`config.mk`:
```
export PLATFORM = sky130hd
export DESIGN_NAME = pwm_capture
export DESIGN_NICKNAME = d
export VERILOG_FILES = /design/src/rtl/pwm_capture.sv
export SDC_FILE = /design/constraint.sdc
export NUM_CORES = 1
export LEC_CHECK = 0
export ABC_CLOCK_PERIOD_IN_PS = 2000
export CAP_MARGIN = 25
export CORE_MARGIN = 1
export CORE_UTILIZATION = 34
export DETAILED_ROUTE_END_ITERATION = 12
export HOLD_SLACK_MARGIN = 0.05
export PLACE_DENSITY_LB_ADDON = 0.15
export SLEW_MARGIN = 5
export SYNTH_ARGS = -nofsm -noshare
export SYNTH_HDL_FRONTEND = slang
export SYNTH_SLANG_ARGS = --single-unit
```
`constraint.sdc`:
```
create_clock -name clk -period 2 [get_ports clk]
set_clock_uncertainty 0.05 [all_clocks]
set_input_delay 0.2 -clock clk [delete_from_list [all_inputs] [get_ports clk]]
set_output_delay 0.2 -clock clk [all_outputs]
set_load 0.01 [all_outputs]
```
`src/rtl/pwm_capture.sv`:
```
// Line-PWM receiver: measures the pwm_in high time inside each hsync frame and
// returns it as a DWIDTH-bit value over a single-entry valid/ready output.
module pwm_capture #(
    parameter int DWIDTH      = 8,
    parameter int SYNC_STAGES = 2
) (
    input  logic              clk,
    input  logic              rst,
    input  logic              pwm_in,
    input  logic              hsync,
    output logic [DWIDTH-1:0] data_out,
    output logic              data_valid,
    input  logic              data_ready,
    output logic              sat,
    output logic              glitch,
    output logic              overrun
);

    typedef enum logic [1:0] {
        ST_IDLE = 2'd0,
        ST_MEAS = 2'd1,
        ST_DONE = 2'd2
    } state_t;

    localparam logic [DWIDTH-1:0] CNT_ZERO = {DWIDTH{1'b0}};
    localparam logic [DWIDTH-1:0] CNT_MAX  = {DWIDTH{1'b1}};
    localparam logic [DWIDTH-1:0] CNT_ONE  = {{(DWIDTH-1){1'b0}}, 1'b1};

    function automatic logic [DWIDTH-1:0] sat_inc(input logic [DWIDTH-1:0] v);
        logic [DWIDTH-1:0] r;
        if (v == CNT_MAX) begin
            r = CNT_MAX;
        end else begin
            r = v + CNT_ONE;
        end
        return r;
    endfunction

    logic [SYNC_STAGES-1:0] pwm_sync_q;
    logic [SYNC_STAGES-1:0] hs_sync_q;
    logic                   pwm_prev_q;
    logic                   hs_prev_q;

    logic pwm_s;
    logic hsync_s;
    logic hs_rise;
    logic pwm_fall;
    logic pwm_rise;

    state_t            state_q;
    state_t            state_d;
    logic [DWIDTH-1:0] cnt_q;
    logic [DWIDTH-1:0] cnt_d;
    logic              sat_f_q;
    logic              sat_f_d;
    logic              glitch_f_q;
    logic              glitch_f_d;

    logic              pub_valid_q;
    logic              pub_valid_d;
    logic [DWIDTH-1:0] pub_data_q;
    logic [DWIDTH-1:0] pub_data_d;
    logic              pub_sat_q;
    logic              pub_sat_d;
    logic              pub_glitch_q;
    logic              pub_glitch_d;

    logic [DWIDTH-1:0] dout_q;
    logic [DWIDTH-1:0] dout_d;
    logic              dvalid_q;
    logic              dvalid_d;
    logic              osat_q;
    logic              osat_d;
    logic              oglitch_q;
    logic              oglitch_d;
    logic              overrun_q;
    logic              overrun_d;

    assign pwm_s    = pwm_sync_q[SYNC_STAGES-1];
    assign hsync_s  = hs_sync_q[SYNC_STAGES-1];
    assign hs_rise  = hsync_s & ~hs_prev_q;
    assign pwm_fall = ~pwm_s & pwm_prev_q;
    assign pwm_rise = pwm_s & ~pwm_prev_q;

    // Input synchronizers plus one-cycle history for edge detection.
    always_ff @(posedge clk) begin
        if (!rst) begin
            pwm_sync_q <= {SYNC_STAGES{1'b0}};
            hs_sync_q  <= {SYNC_STAGES{1'b0}};
            pwm_prev_q <= 1'b0;
            hs_prev_q  <= 1'b0;
        end else begin
            pwm_sync_q <= {pwm_sync_q[SYNC_STAGES-2:0], pwm_in};
            hs_sync_q  <= {hs_sync_q[SYNC_STAGES-2:0], hsync};
            pwm_prev_q <= pwm_s;
            hs_prev_q  <= hsync_s;
        end
    end

    // Measurement FSM next state; a frame boundary outranks every pwm event.
    always_comb begin
        state_d      = state_q;
        cnt_d        = cnt_q;
        sat_f_d      = sat_f_q;
        glitch_f_d   = glitch_f_q;
        pub_valid_d  = 1'b0;
        pub_data_d   = pub_data_q;
        pub_sat_d    = pub_sat_q;
        pub_glitch_d = pub_glitch_q;
        if (hs_rise && (state_q != ST_IDLE)) begin
            pub_valid_d  = 1'b1;
            pub_data_d   = cnt_q;
            pub_sat_d    = sat_f_q;
            pub_glitch_d = glitch_f_q;
            // A high sample coinciding with hsync belongs to the new frame.
            cnt_d        = pwm_s ? CNT_ONE : CNT_ZERO;
            sat_f_d      = 1'b0;
            glitch_f_d   = 1'b0;
            state_d      = ST_MEAS;
        end else begin
            case (state_q)
                ST_IDLE: begin
                    if (hs_rise) begin
                        cnt_d      = CNT_ZERO;
                        sat_f_d    = 1'b0;
                        glitch_f_d = 1'b0;
                        state_d    = ST_MEAS;
                    end else begin
                        state_d = ST_IDLE;
                    end
                end
                ST_MEAS: begin
                    if (pwm_s) begin
                        cnt_d   = sat_inc(cnt_q);
                        sat_f_d = sat_f_q | (cnt_d == CNT_MAX);
                    end else if (pwm_fall && (cnt_q != CNT_ZERO)) begin
                        state_d = ST_DONE;
                    end else begin
                        state_d = ST_MEAS;
                    end
                end
                ST_DONE: begin
                    if (pwm_rise) begin
                        glitch_f_d = 1'b1;
                    end else begin
                        state_d = ST_DONE;
                    end
                end
                default: begin
                    state_d    = ST_IDLE;
                    cnt_d      = CNT_ZERO;
                    sat_f_d    = 1'b0;
                    glitch_f_d = 1'b0;
                end
            endcase
        end
    end

    // Measurement state and the registered frame result handed to the output stage.
    always_ff @(posedge clk) begin
        if (!rst) begin
            state_q      <= ST_IDLE;
            cnt_q        <= CNT_ZERO;
            sat_f_q      <= 1'b0;
            glitch_f_q   <= 1'b0;
            pub_valid_q  <= 1'b0;
            pub_data_q   <= CNT_ZERO;
            pub_sat_q    <= 1'b0;
            pub_glitch_q <= 1'b0;
        end else begin
            state_q      <= state_d;
            cnt_q        <= cnt_d;
            sat_f_q      <= sat_f_d;
            glitch_f_q   <= glitch_f_d;
            pub_valid_q  <= pub_valid_d;
            pub_data_q   <= pub_data_d;
            pub_sat_q    <= pub_sat_d;
            pub_glitch_q <= pub_glitch_d;
        end
    end

    // Single-entry output slot; a result arriving while the slot is held unaccepted is dropped.
    always_comb begin
        dout_d    = dout_q;
        dvalid_d  = dvalid_q;
        osat_d    = osat_q;
        oglitch_d = oglitch_q;
        overrun_d = overrun_q;
        if (pub_valid_q) begin
            if (!dvalid_q || data_ready) begin
                dout_d    = pub_data_q;
                osat_d    = pub_sat_q;
                oglitch_d = pub_glitch_q;
                dvalid_d  = 1'b1;
            end else begin
                overrun_d = 1'b1;
            end
        end else if (dvalid_q && data_ready) begin
            dvalid_d = 1'b0;
        end else begin
            dvalid_d = dvalid_q;
        end
    end

    // Output registers.
    always_ff @(posedge clk) begin
        if (!rst) begin
            dout_q    <= CNT_ZERO;
            dvalid_q  <= 1'b0;
            osat_q    <= 1'b0;
            oglitch_q <= 1'b0;
            overrun_q <= 1'b0;
        end else begin
            dout_q    <= dout_d;
            dvalid_q  <= dvalid_d;
            osat_q    <= osat_d;
            oglitch_q <= oglitch_d;
            overrun_q <= overrun_d;
        end
    end

    assign data_out   = dout_q;
    assign data_valid = dvalid_q;
    assign sat        = osat_q;
    assign glitch     = oglitch_q;
    assign overrun    = overrun_q;

endmodule

```
==> summary.txt <==
Logic synthesis
  – Post-synth EDFFs: 0
  – Synth unique cells: 44
  – Main synth FF type: dfxtp_1
  – Avg Cell Area, Syn: 8.76 µm²
  – Net Count, Synth: 215
  – Mapped Area: 0.00182 mm²
  – Post-synthesis cell count: 208
  – Share of the yosys chip area belonging to registers: 0.450
  – Warnings from Yosys: 0
  – Asr flop ratio synth: 0
  – #FFs+latches synth: 41

STA
  – Final setup fails: 0
  – Unrepaired setup endpoints after global routing: no
  – Min cycle time layout: 1790 ps
  – Fin. max-slew vios: 0
  – Achievable Freq: 559 MHz
  – Slew margin rel.: 0.662
  – Actual slew at the worst max-slew pin: 506 ps
  – Setup TNS Final: 0 ps
  – Fin crit share: 0.895
  – Fin. Hold Viols: 0
  – Tightest hold margin: 388 ps

GRT
  – Largest net degree at the start of global routing: 33
  – GR Overflow Total: 0
  – GRT Total Usage: 0.154
  – Initial antenna violation count: 0
  – Vias in the first global route: 1404
  – First-pass GRT wire length: 6490 µm

Clock network
  – CTS tree: yes
  – Post-cts resize count: 0
  – Setup bufs post-CTS: 0
  – CTS clk-pin slew, worst paths: 80 ps
  – Root buffer cell: clkbuf_8
  – Deepest clock path buffer count: 2
  – CTS Sinks: 41
  – TritonCTS buffer count: 5
  – Hold_buf cts: 0
  – H-tree depth: 2
  – Worst-skew pair later-pin latency: 290 ps

Layout
  – Final nets: 231
  – Fill count: 569
  – Area of the multi-input gates: 870 µm²
  – N_diodes: 0
  – Fin util: 0.412
  – FF+latch area: 821 µm²
  – Area delta synth->final: 16.2%
  – Share of post-route cells with drive strength above 1: 0.103

Worst setup path
  – Worst EP arrival: 1940 ps
  – Crit path cell chain: ha_1, nand3_2, nor3_4, o21bai_1, a311oi_1
  – Buf/Inv on CP: 0
  – CP endpoint kind: register
  – Startpoint Class: register
  – Critical-path maximum fanout: 9
  – CP Class: register to register
  – CP top delay family: flip-flops
  – CP required: 2160 ps
  – Max incr delay on CP: 520 ps
  – Slowest CP cell: dfxtp_1

Pwr
  – Power per cell area: 676 mW/mm²
  – VDD IR-drop max: 0.300 mV
  – Lkg Pwr: 0.840 nW

Route
  – 1st-pass router iterations: 4
  – Post-Route WL: 3650 µm
  – Vias/cell: 4.91
  – Post-route ant nets: 0
  – Post-DR wirelength/cell: 12.4 µm
  – DRT iter0 DRCs: 63
  – Vias: 1443
  – DRC viols: 0

Floorplanning
  – Boundary Pins: 17
  – Die Span X: 75.2 µm
  – Die outline height: 75.2 µm
  – CORE AREA: 0.00514 mm²
  – Initial Util: 0.355
  – Num rows: 26
  – Die area: 0.00566 mm²

Placed design
  – HPWL after DPL: 2460 µm
  – Buffers on Ports: 16
  – Gp weighted congestion: 0.809

Status
  – Status: completed

Flow run
  – Max cap viols: 0

Hold path
  – Min-Delay Path Class: register to register
-- final timing paths --
kind / slack [ps] / end / cells past startpoint / startpoint
worst max-delay path: 210 / cnt_q[0] / 5 / cnt_q[0]
worst min-delay path: 390 / pwm_sync_q[1] / 1 / pwm_sync_q[0]
worst max register to register: 210 / cnt_q[0] / 5 / cnt_q[0]
worst min register to register: 390 / pwm_sync_q[1] / 1 / pwm_sync_q[0]
-- final cells by class --
cell class | instances | area share
sequential | 41 | 0.387
inverter | 6 | 0.0106
multi-input combinational | 145 | 0.411
timing repair buffer | 25 | 0.108
tap | 70 | 0.0413
clock inverter | 1 | 0.00354
clock buffer | 6 | 0.0390
-- cells in the final DEF, fill, tap and decap left out, drive strengths merged, types with 4 or more instances in the layout --
cell,Yosys,final
nor2,21,21
nand3,5,5
and3,4,4
buf,10,9
inv,6,6
clkbuf,6,6
nand2,26,26
mux2i,11,11
dfxtp,41,41
and2,7,7
clkdlybuf4s50,0,16
o21ai,11,11
a21oi,19,19
nor3,5,5
-- synth_stat cells (3+ instances only) --
cell	instances	area share
dfxtp_1	41	0.45
a21oi_1	19	0.052
a31oi_1	3	0.010
nor2b_1	3	0.010
nand2_1	26	0.054
nand3_1	4	0.011
nor2_1	21	0.043
a211oi_1	3	0.012
o21ai_0	11	0.030
buf_2	4	0.011
and2_1	7	0.024
clkbuf_1	4	0.0082
buf_6	4	0.025
inv_1	6	0.012
nor3_1	4	0.011
nand2b_1	3	0.010
mux2i_1	11	0.060
-- through the flow --
step	area, µm²	std cells	setup slack [ps]	power, mW
after floorplan	1820	208	425	0.877
after global placement	2020	286	221	0.895
after detailed placement	2030	287	227	0.894
after CTS	2120	294	200	1.46
after global routing	2120	294	23.3	1.50
final	2120	294	211	1.43
-- registers in the layout (all words and copies together) (netlist names) --
name / count
pwm_prev_q: 1
sat: 1
state_q: 2
pub_data_q: 8
overrun: 1
hs_sync_q: 2
hs_prev_q: 1
glitch_f_q: 1
pub_valid_q: 1
data_valid: 1
cnt_q: 8
pub_glitch_q: 1
sat_f_q: 1
pwm_sync_q: 2
glitch: 1
data_out: 8
pub_sat_q: 1
-- power by group --
part / internal, mW / switching, mW
combinational: 0.0200 / 0.0269
sequential: 0.822 / 0.00556
clock: 0.273 / 0.284
total: 1.11 / 0.316
-- kinds of logic (layout without fill, tap and decap cells) --
family          Yosys count  in the layout  share of synthesized area
buf+inv                  22             38                     0.0727
simple gates             84             84                      0.242
flops                    41             41                      0.450
compound gates           47             47                      0.156
xor+xnor                  1              1                    0.00481
fa+ha+maj                 2              2                     0.0137
mux                      11             11                     0.0604
-- layer usage --
metal / global-route usage / share of wire / vias up
li1: - / - / 746
met1: 0.205 / 0.50 / 659
met2: 0.236 / 0.44 / 31
met3: 0.0361 / 0.039 / 7
met4: 0.0720 / 0.016 / 0
met5: 0 / 0 / -
No activity file was read; power rests on OpenSTA's default activity.
